$ cat src/rtl/branch_resolver_pkg.sv
// Shared types for the branch resolver: default address width and FSM encoding.
package branch_resolver_pkg;
  localparam int ADDR_W_DEF = 32;

  typedef enum logic {
    S_IDLE  = 1'b0,
    S_FLUSH = 1'b1
  } br_state_e;
endpackage

$ cat src/rtl/branch_resolver_sat_counter.sv
// Saturating performance counter; holds at all-ones and freezes while rdy=0.
module sat_counter #(
  parameter int CNT_W = 32
) (
  input  logic             clk,
  input  logic             rst,
  input  logic             rdy,
  input  logic             inc,
  output logic [CNT_W-1:0] cnt
);
  always_ff @(posedge clk or negedge rst) begin
    if (!rst)                      cnt <= '0;
    else if (rdy && inc && !(&cnt)) cnt <= cnt + 1'b1;
  end
endmodule

$ cat src/rtl/branch_resolver.sv
// EX-stage branch resolution: trains the predictor one cycle after resolve and
// flushes/redirects the front end for FLUSH_CYCLES cycles on a mispredict.
module branch_resolver
  import branch_resolver_pkg::*;
#(
  parameter int ADDR_W       = ADDR_W_DEF,
  parameter int FLUSH_CYCLES = 2,
  parameter int CNT_W        = 32
) (
  input  logic              clk,
  input  logic              rst,
  input  logic              rdy,
  input  logic              ex_valid,
  input  logic [ADDR_W-1:0] ex_pc_i,
  input  logic              ex_is_cond,
  input  logic              ex_is_jump,
  input  logic              ex_cond_true,
  input  logic [ADDR_W-1:0] ex_target,
  input  logic              pred_taken,
  input  logic [ADDR_W-1:0] pred_target,
  output logic              is_branch,
  output logic [ADDR_W-1:0] ex_pc,
  output logic [ADDR_W-1:0] b_tar_o,
  output logic              taken_o,
  output logic              flush,
  output logic [ADDR_W-1:0] redirect_pc,
  output logic [CNT_W-1:0]  br_count,
  output logic [CNT_W-1:0]  miss_count
);
  localparam int            FC_W    = (FLUSH_CYCLES > 1) ? $clog2(FLUSH_CYCLES) : 1;
  localparam logic [FC_W-1:0] FC_LOAD = FC_W'(FLUSH_CYCLES - 1);

  br_state_e         state;
  logic [FC_W-1:0]   cnt;
  logic              resolve, act_taken, mispredict;
  logic [ADDR_W-1:0] fall_pc, act_next, pred_next;

  // Fallthrough wraps at the top of the address space by design.
  assign fall_pc    = ex_pc_i + ADDR_W'(4);
  assign act_taken  = ex_is_jump | (ex_is_cond & ex_cond_true);
  assign act_next   = act_taken  ? ex_target   : fall_pc;
  assign pred_next  = pred_taken ? pred_target : fall_pc;
  assign resolve    = rdy & ex_valid & (ex_is_cond | ex_is_jump) & (state == S_IDLE);
  assign mispredict = resolve & (act_next != pred_next);

  always_ff @(posedge clk or negedge rst) begin
    if (!rst) begin
      state       <= S_IDLE;
      cnt         <= '0;
      is_branch   <= 1'b0;
      ex_pc       <= '0;
      b_tar_o     <= '0;
      taken_o     <= 1'b0;
      flush       <= 1'b0;
      redirect_pc <= '0;
    end else if (rdy) begin
      is_branch <= resolve;
      if (resolve) begin
        ex_pc   <= ex_pc_i;
        b_tar_o <= ex_target;
        taken_o <= act_taken;
      end
      case (state)
        S_IDLE: begin
          flush <= 1'b0;
          if (mispredict) begin
            state       <= S_FLUSH;
            flush       <= 1'b1;
            cnt         <= FC_LOAD;
            redirect_pc <= act_next;
          end
        end
        S_FLUSH: begin
          if (cnt == '0) begin
            state <= S_IDLE;
            flush <= 1'b0;
          end else begin
            cnt <= cnt - 1'b1;
          end
        end
        default: begin
          state <= S_IDLE;
          flush <= 1'b0;
        end
      endcase
    end
  end

  sat_counter #(.CNT_W(CNT_W)) u_br_cnt (
    .clk(clk), .rst(rst), .rdy(rdy), .inc(resolve),    .cnt(br_count)
  );
  sat_counter #(.CNT_W(CNT_W)) u_miss_cnt (
    .clk(clk), .rst(rst), .rdy(rdy), .inc(mispredict), .cnt(miss_count)
  );
endmodule

$ cat config.mk
export PLATFORM = sky130hd
export DESIGN_NAME = branch_resolver
export DESIGN_NICKNAME = d
export VERILOG_FILES = /design/src/rtl/branch_resolver_pkg.sv /design/src/rtl/branch_resolver_sat_counter.sv /design/src/rtl/branch_resolver.sv
export SDC_FILE = /design/constraint.sdc
export NUM_CORES = 1
export LEC_CHECK = 0
export ABC_AREA = 1
export CAP_MARGIN = 30
export CORE_ASPECT_RATIO = 2
export CORE_UTILIZATION = 30
export DETAILED_ROUTE_END_ITERATION = 12
export HOLD_SLACK_MARGIN = 0.06
export SYNTH_ARGS = -nofsm -noshare
export SYNTH_HDL_FRONTEND = slang
export SYNTH_HIERARCHICAL = 1
export SYNTH_SLANG_ARGS = --single-unit
$ cat constraint.sdc
create_clock -name clk -period 7.5 [get_ports clk]
set_clock_uncertainty 0.1 [all_clocks]
set_input_delay 1.125 -clock clk [delete_from_list [all_inputs] [get_ports clk]]
set_output_delay 1.125 -clock clk [all_outputs]
set_load 0.02 [all_outputs]
## Word-level counts from Yosys, hierarchy flattened

Cells that the tools add are included.
Widths: inputs -> output; s select.

| storage, ports and cells | value |
|---|---|
| bits in registers | 165 |
| input port bits | 104 |
| output and inout bits | 163 |
| word-level logic and storage cells | 47 |

| operators by class | value |
|---|---|
| $add $sub $neg | 4 |
| equal/unequal tests | 3 |
| multiplexer cells | 10 |
| bitwise operators | 8 |
| reduce and logical (&&, ||, !) cells | 12 |

Operators by type and width:

| cell | number |
|---|---|
| $add 32x1->32 const B | 2 |
| $mux 32 | 2 |
| $reduce_and 32->1 | 2 |
| $add 32x3->32 const B | 1 |
| $ne 32x32->1 | 1 |
| $pmux 1 s2 | 3 |
| $reduce_and 2->1 | 3 |
| $and 1x1->1 | 5 |
| $mux 1 | 5 |
| $logic_and 1x1->1 | 4 |
| $reduce_and 3->1 | 1 |
| $logic_not 1->1 | 2 |
| $ne 2x1->1 const B | 1 |
| $ne 2x2->1 const B | 1 |
| $or 1x1->1 | 2 |
| $not 1->1 | 1 |
| $sub 1x1->1 const B | 1 |

## Depth between registers and ports, before layout

| depth | value |
|---|---|
| depth after elaboration | 7 |
| gate-level depth with buffers | 27 |
| depth with buffers taken out | 25 |

## Modules after synthesis

Netlist, hierarchy kept.

Modules (own cells, without submodules):

| module | times used | cells an instance | area an instance (µm²) | sequential area each (µm²) |
|---|---|---|---|---|
| branch_resolver | 1 | 1060 | 6602.6 | 2527.4 |
| sat_counter | 2 | 312 | 2090.8 | 800.8 |

## Worst setup path after synthesis

OpenSTA, ideal clock, no wires.

| path | value |
|---|---|
| kind | in2reg |
| start point | in ex_pc_i[2] |
| end point | reg u_miss_cnt.cnt[11] |
| library setup time | 0.117 ns |
| arrival | 3.665 ns |
| data required time | 7.283 ns |
| path slack | 3.618 ns |
| cell stages on the path | 25 |
| buffers on the path | 3 |
| path through | ha_1 -> nand2_1 -> nor2_2 -> nand2_2 -> nor2_1 -> nand2_1 -> nand3_1 -> nand2_1 -> inv_1 -> nand2_1 -> nand2_1 -> nor2_1 -> nand3_1 -> nor2_1 -> nand3_2 -> nand2_4 -> buf_6 -> inv_1 -> nand2_1 -> inv_1 -> buf_2 -> buf_1 -> nand3_1 -> nand2_1 -> nand2_1 |

| on the way | value |
|---|---|
| word-level cells in the longest chain between the ends | 6 |
| elaborated cells on any way between the ends | 7 |
| classes of those cells | add/sub (1); eq/ne (1); mux (2); bitwise (1); reduce/logical (2) |

RTL lines:

| element | line | source |
|---|---|---|
| from (decl) | branch_resolver.sv:14 | `input logic [ADDR_W-1:0] ex_pc_i,` |
| $add 32x3->32 (*) | branch_resolver.sv:39 | `assign fall_pc = ex_pc_i + ADDR_W'(4);` |
| $mux 32 (on tied branches) | branch_resolver.sv:41, branch_resolver.sv:42 |  |
| $ne 32x32->1 (*) | branch_resolver.sv:44 | `assign mispredict = resolve & (act_next != pred_next);` |
| $and 1x1->1 (*) | branch_resolver.sv:44 |  |
| net mispredict | branch_resolver.sv:35 | `logic resolve, act_taken, mispredict;` |
| $logic_and 1x1->1 (*) (2 in series) | branch_resolver_sat_counter.sv:13 | `else if (rdy && inc && !(&cnt)) cnt <= cnt + 1'b1;` |
| to (signal assigned) | branch_resolver_sat_counter.sv:13 |  |
| to (decl) | branch_resolver_sat_counter.sv:9 | `output logic [CNT_W-1:0] cnt` |

The timed path passes the listed nets; every way through them passes the cells marked *.
A chain may end at the register's enable or synchronous reset.

## Worst setup path in the final report

| path | value |
|---|---|
| start point | in ex_is_cond |
| end point | reg u_miss_cnt.cnt[9] |

| on the way | value |
|---|---|
| word-level cells in the longest chain between the ends | 7 |
| elaborated cells on any way between the ends | 10 |
| classes of those cells | eq/ne (1); mux (1); bitwise (6); reduce/logical (2) |

RTL lines:

| element | line | source |
|---|---|---|
| from (decl) | branch_resolver.sv:15 | `input logic ex_is_cond,` |
| $and 1x1->1 | branch_resolver.sv:40 | `assign act_taken = ex_is_jump \| (ex_is_cond & ex_cond_true);` |
| $or 1x1->1 | branch_resolver.sv:40 |  |
| $mux 32 | branch_resolver.sv:41 | `assign act_next = act_taken ? ex_target : fall_pc;` |
| $ne 32x32->1 | branch_resolver.sv:44 |  |
| $and 1x1->1 (*) | branch_resolver.sv:44 |  |
| net mispredict | branch_resolver.sv:35 |  |
| $logic_and 1x1->1 (*) (2 in series) | branch_resolver_sat_counter.sv:13 |  |

Marks and branches as above.

==> run summary <==
After technology mapping, the gate count stands at 1684. Data on the critical path arrives at its endpoint at 5.60 ns. The total of cells resized after clock tree synthesis is 0, and the number of unique standard cell types used by synthesis is 31. The tightest min-delay check is of the reg -> reg type. At the worst endpoint, the required time is 7.75 ns.

For flop-to-flop paths, the worst setup slack is 4.28 ns. For the finished layout, the period the worst path requires is 5.350 ns. The slowest cell on the critical path was sky130_fd_sc_hd__inv_2.

The die is 136.1 um wide. The number of search-and-repair iterations in the first detailed-routing pass was 6. For the number of inserted filler cells in the final layout, the log shows 3745. The flow ran to the end, and the final reports show no timing, DRC or antenna violations. The worst hold path begins at ex_pc[4]$_DFFE_PN0P_.

Number of I/O port buffers: 266. For the pin with the worst max-slew slack, the measured transition is 1.007 ns. The number of warnings issued by yosys is 6, and the via-per-instance ratio is 4.864. The number of global-route vias before repair is 11600. The number of antenna violations at the first check in global routing came out at 3. Clock-pin slew was measured on the worst setup and hold paths at 0.07 ns. The number of placed instances, taps included, is 2348.

The region available for standard cell placement spans 0.03520 mm^2. After synthesis the netlist holds a flip-flop and latch count of 165. The worst-case IR drop observed on VDD is 0.0001765 V. The tools report the clock tree root driver cell as sky130_fd_sc_hd__clkbuf_16. The critical path goes through clkdlybuf4s50_1 -> a21oi_4 -> buf_4 -> inv_2 -> o21ai_1 -> xor2_1 -> nand2_1 -> nor3_1 -> nand3_1 -> nor2_1 -> nand3_2 -> nand2_4 -> inv_1 -> nand2_1 -> inv_1 -> nand2_4 -> inv_2 -> nand2_1 -> nand2_1.

In this run the worst path has a maximum fanout of 56. The path with the worst hold slack has its endpoint at ex_pc[4]$_DFFE_PN0P_. Cells with a size suffix above 1 make up 4.651% of the layout. During I/O placement, the number of pins put on the boundary was 267. Source of the worst register-to-register timing path: state$_DFFE_PN0P_. Setup repair after global routing left no endpoint under its margin. Entering global routing, the biggest net connects 117 pins. The DRC violation count after routing is 0, and the clock sink count is 165.

The largest stage delay on the critical path came out at 0.55 ns. For this run, the leading register cell type out of synthesis is sky130_fd_sc_hd__dfrtp_1. The share of the Yosys chip area taken by registers is 38.29%. Counting stages on the worst path, the most repeated cell is sky130_fd_sc_hd__nand2_1. Global routing used 23.16% of the available tracks. The congestion estimate from routability-driven global placement came to 0.9683. For the number of levels in the clock H-tree, the log shows 4.

The logs give 0 for the total of max-cap violations and 0 for the number of buffers added to fix hold violations after cts. Total via count after detailed routing: 11580. The chip height works out to 270.1 um.

The number of placement rows was 97. The global-route wire length before repair came out at 63940 um. Setup violations remaining at the end of the flow were counted as 0.

The first routing iteration left 725 violations. Static timing analysis puts the maximum clock frequency at 0.1869 GHz. Netlist area before placement: 0.01078 mm^2. Summed over all cells, the static leakage comes to 6.914 nW. The fraction of registers with async set or reset after synthesis was 100.0%.

The run gives 32.78% as the headroom to the max-slew limit. The mean instance size in the synthesized netlist is 6.404 um^2, and the per-cell routed wire length is 17.41 um. The placed instances occupy a cell area of 0.01382 mm^2. TritonCTS built the clock tree. The net count after synthesis was 1791; the number of buffers inserted to repair setup after CTS was 0.

The run gives 0 as the remaining antenna violation count after routing. Once layout is done, the placed cells without fillers occupy 0.01445 mm^2. For the die footprint, the log shows 0.03676 mm^2. The worst setup path is captured at a register. Total grt overflow: 0.

The wire-length estimate of the detail-placed layout is 32170 um. For the final routed database, the setup TNS stands at 0 ns. Instance count along the most critical hold path: 2.

For this block, the routed nets add up to 41460 um of wire. The net count of the finished layout is 2029. In this run, synthesis inferred 0 flip-flops with an integrated enable.

The reg-to-reg critical path endpoint is u_miss_cnt/cnt[26]$_DFFE_PN0P_. The number of clock buffers added by TritonCTS is 17. Number of pins exceeding their max-slew limit in the final report: 0. Relative to the synthesized area, the layout overhead comes to 33.98%. Cell depth of the worst flop-to-flop path: 11. The number of buffers between clock root and the deepest sink came out at 2.

The initial cell density of the core is 30.64%, and the clock insertion delay at the later pin of the skew report is 0.46 ns. Power density of the placed cells: 216.2 mW/mm^2. STA classifies the critical path startpoint as a primary input.

The critical path in this run is classified as in -> reg. Final count of hold timing violations: 0. Once layout is complete, the cells apart from fillers number 2381. The post-route clock period utilization came out at 71.34%.
cells by family after synthesis:
logic type	synth area share, %
XOR/XNOR	1.949
multiplexers	0.09282
flip-flops	38.29
adder cells (fa/ha/maj)	0.3481
AND/OR/NAND/NOR	47.78
AO/OA/AOI/OAI	3.864
buffers and inverters	7.681
how the worst max path moves through the flow:
stage | slack (ns) | from | cells past startpoint | end
after CTS | 2.14 | ex_is_cond | 19 | u_miss_cnt/cnt[9]$_DFFE_PN0P_
after detailed placement | 1.65 | ex_is_cond | 19 | u_miss_cnt/cnt[9]$_DFFE_PN0P_
after global placement | 1.78 | ex_is_cond | 19 | u_miss_cnt/cnt[4]$_DFFE_PN0P_
after floorplan | 3.62 | ex_pc_i[2] | 25 | u_miss_cnt/cnt[11]$_DFFE_PN0P_
after global routing | 1.74 | ex_is_cond | 19 | u_miss_cnt/cnt[4]$_DFFE_PN0P_
final | 2.15 | ex_is_cond | 19 | u_miss_cnt/cnt[9]$_DFFE_PN0P_
layout by cell type (no fill, tap or decap), types with 6 or more instances in the layout:
cell type	Yosys	layout
sky130_fd_sc_hd__dfrtp_1	165	165
sky130_fd_sc_hd__clkbuf_16	0	17
sky130_fd_sc_hd__inv_6	0	6
sky130_fd_sc_hd__nor2_1	145	145
sky130_fd_sc_hd__nand4_1	40	40
sky130_fd_sc_hd__nor2_2	6	6
sky130_fd_sc_hd__nand2_4	7	7
sky130_fd_sc_hd__nand2_1	777	777
sky130_fd_sc_hd__xnor2_1	16	16
sky130_fd_sc_hd__nor2_4	6	6
sky130_fd_sc_hd__nand3_1	184	184
sky130_fd_sc_hd__o21ai_0	67	67
sky130_fd_sc_hd__clkdlybuf4s50_1	0	265
sky130_fd_sc_hd__inv_1	138	138
sky130_fd_sc_hd__o21ai_1	9	9
sky130_fd_sc_hd__nand3b_1	14	14
sky130_fd_sc_hd__xor2_1	8	8
sky130_fd_sc_hd__buf_4	0	7
sky130_fd_sc_hd__or2_2	15	15
layout make-up:
cell class / instances / area, um^2 / share of cell area [%]
diodes: 1 / 2.502 / 0.01732
clock buffers: 18 / 439.2 / 3.039
clock inverters: 14 / 185.2 / 1.282
inverters: 143 / 536.8 / 3.715
multi-input cells: 1320 / 5836 / 40.39
flip-flops and latches: 165 / 4129 / 28.58
well taps: 445 / 556.8 / 3.853
repair buffers: 275 / 2764 / 19.13
critical path: cells and delay by family:
family | cells | cell delay, ns
buf+inv | 6 | 2.06
xor+xnor | 1 | 0.19
simple gates | 10 | 1.68
compound gates | 2 | 0.51
state kept, by name, summed over array words and instances (netlist names):
signal and count:
cnt 1, u_br_cnt/cnt 32, taken_o 1, state 1, u_miss_cnt/cnt 32, flush 1
ex_pc 32, b_tar_o 32, is_branch 1, redirect_pc 32
metal layers:
metal	global-route usage, %	wire length, um	up-vias
met5	0	0	-
met4	14.27	2479	0
met3	4.429	2064	98
met2	43.88	22890	352
met1	22.18	14020	5366
li1	-	-	5765
cell usage after synthesis (4+ instances only):
| cell | instances | share of area, % |
|---|---|---|
| sky130_fd_sc_hd__clkbuf_1 | 29 | 1.0 |
| sky130_fd_sc_hd__nand3_1 | 184 | 8.5 |
| sky130_fd_sc_hd__nor2_4 | 6 | 0.63 |
| sky130_fd_sc_hd__buf_1 | 7 | 0.24 |
| sky130_fd_sc_hd__buf_2 | 11 | 0.51 |
| sky130_fd_sc_hd__or2_2 | 15 | 0.87 |
| sky130_fd_sc_hd__xnor2_1 | 16 | 1.3 |
| sky130_fd_sc_hd__nor3_1 | 5 | 0.23 |
| sky130_fd_sc_hd__nand4_1 | 40 | 2.3 |
| sky130_fd_sc_hd__o21ai_1 | 9 | 0.42 |
| sky130_fd_sc_hd__inv_1 | 138 | 4.8 |
| sky130_fd_sc_hd__dfrtp_1 | 165 | 38 |
| sky130_fd_sc_hd__o21ai_0 | 67 | 3.1 |
| sky130_fd_sc_hd__a21oi_1 | 4 | 0.19 |
| sky130_fd_sc_hd__xor2_1 | 8 | 0.65 |
| sky130_fd_sc_hd__buf_6 | 9 | 0.94 |
| sky130_fd_sc_hd__nor2_2 | 6 | 0.35 |
| sky130_fd_sc_hd__nor2_1 | 145 | 5.0 |
| sky130_fd_sc_hd__nand2_4 | 7 | 0.73 |
| sky130_fd_sc_hd__nand2_1 | 777 | 27 |
| sky130_fd_sc_hd__nand3b_1 | 14 | 0.97 |
| sky130_fd_sc_hd__nand2_2 | 5 | 0.29 |
per-stage QoR:
step	hold WS [ns]	util, %	setup WS, ns	total power (W)
after floorplan	0.3488	-	3.618	0.001626
after global placement	0.3547	39.19	1.780	0.002167
after detailed placement	0.3615	39.27	1.651	0.002170
after CTS	0.3801	41.05	2.142	0.003166
after global routing	0.4022	41.05	1.740	0.003277
final	0.3751	41.05	2.150	0.003123
power by group:
part | switching, W | total (W) | internal [W]
combinational | 0.000551 | 0.000983 | 0.000433
sequential | 0.000120 | 0.00117 | 0.00105
clock | 0.000429 | 0.000972 | 0.000543
(Power assumes the default switching activity.)
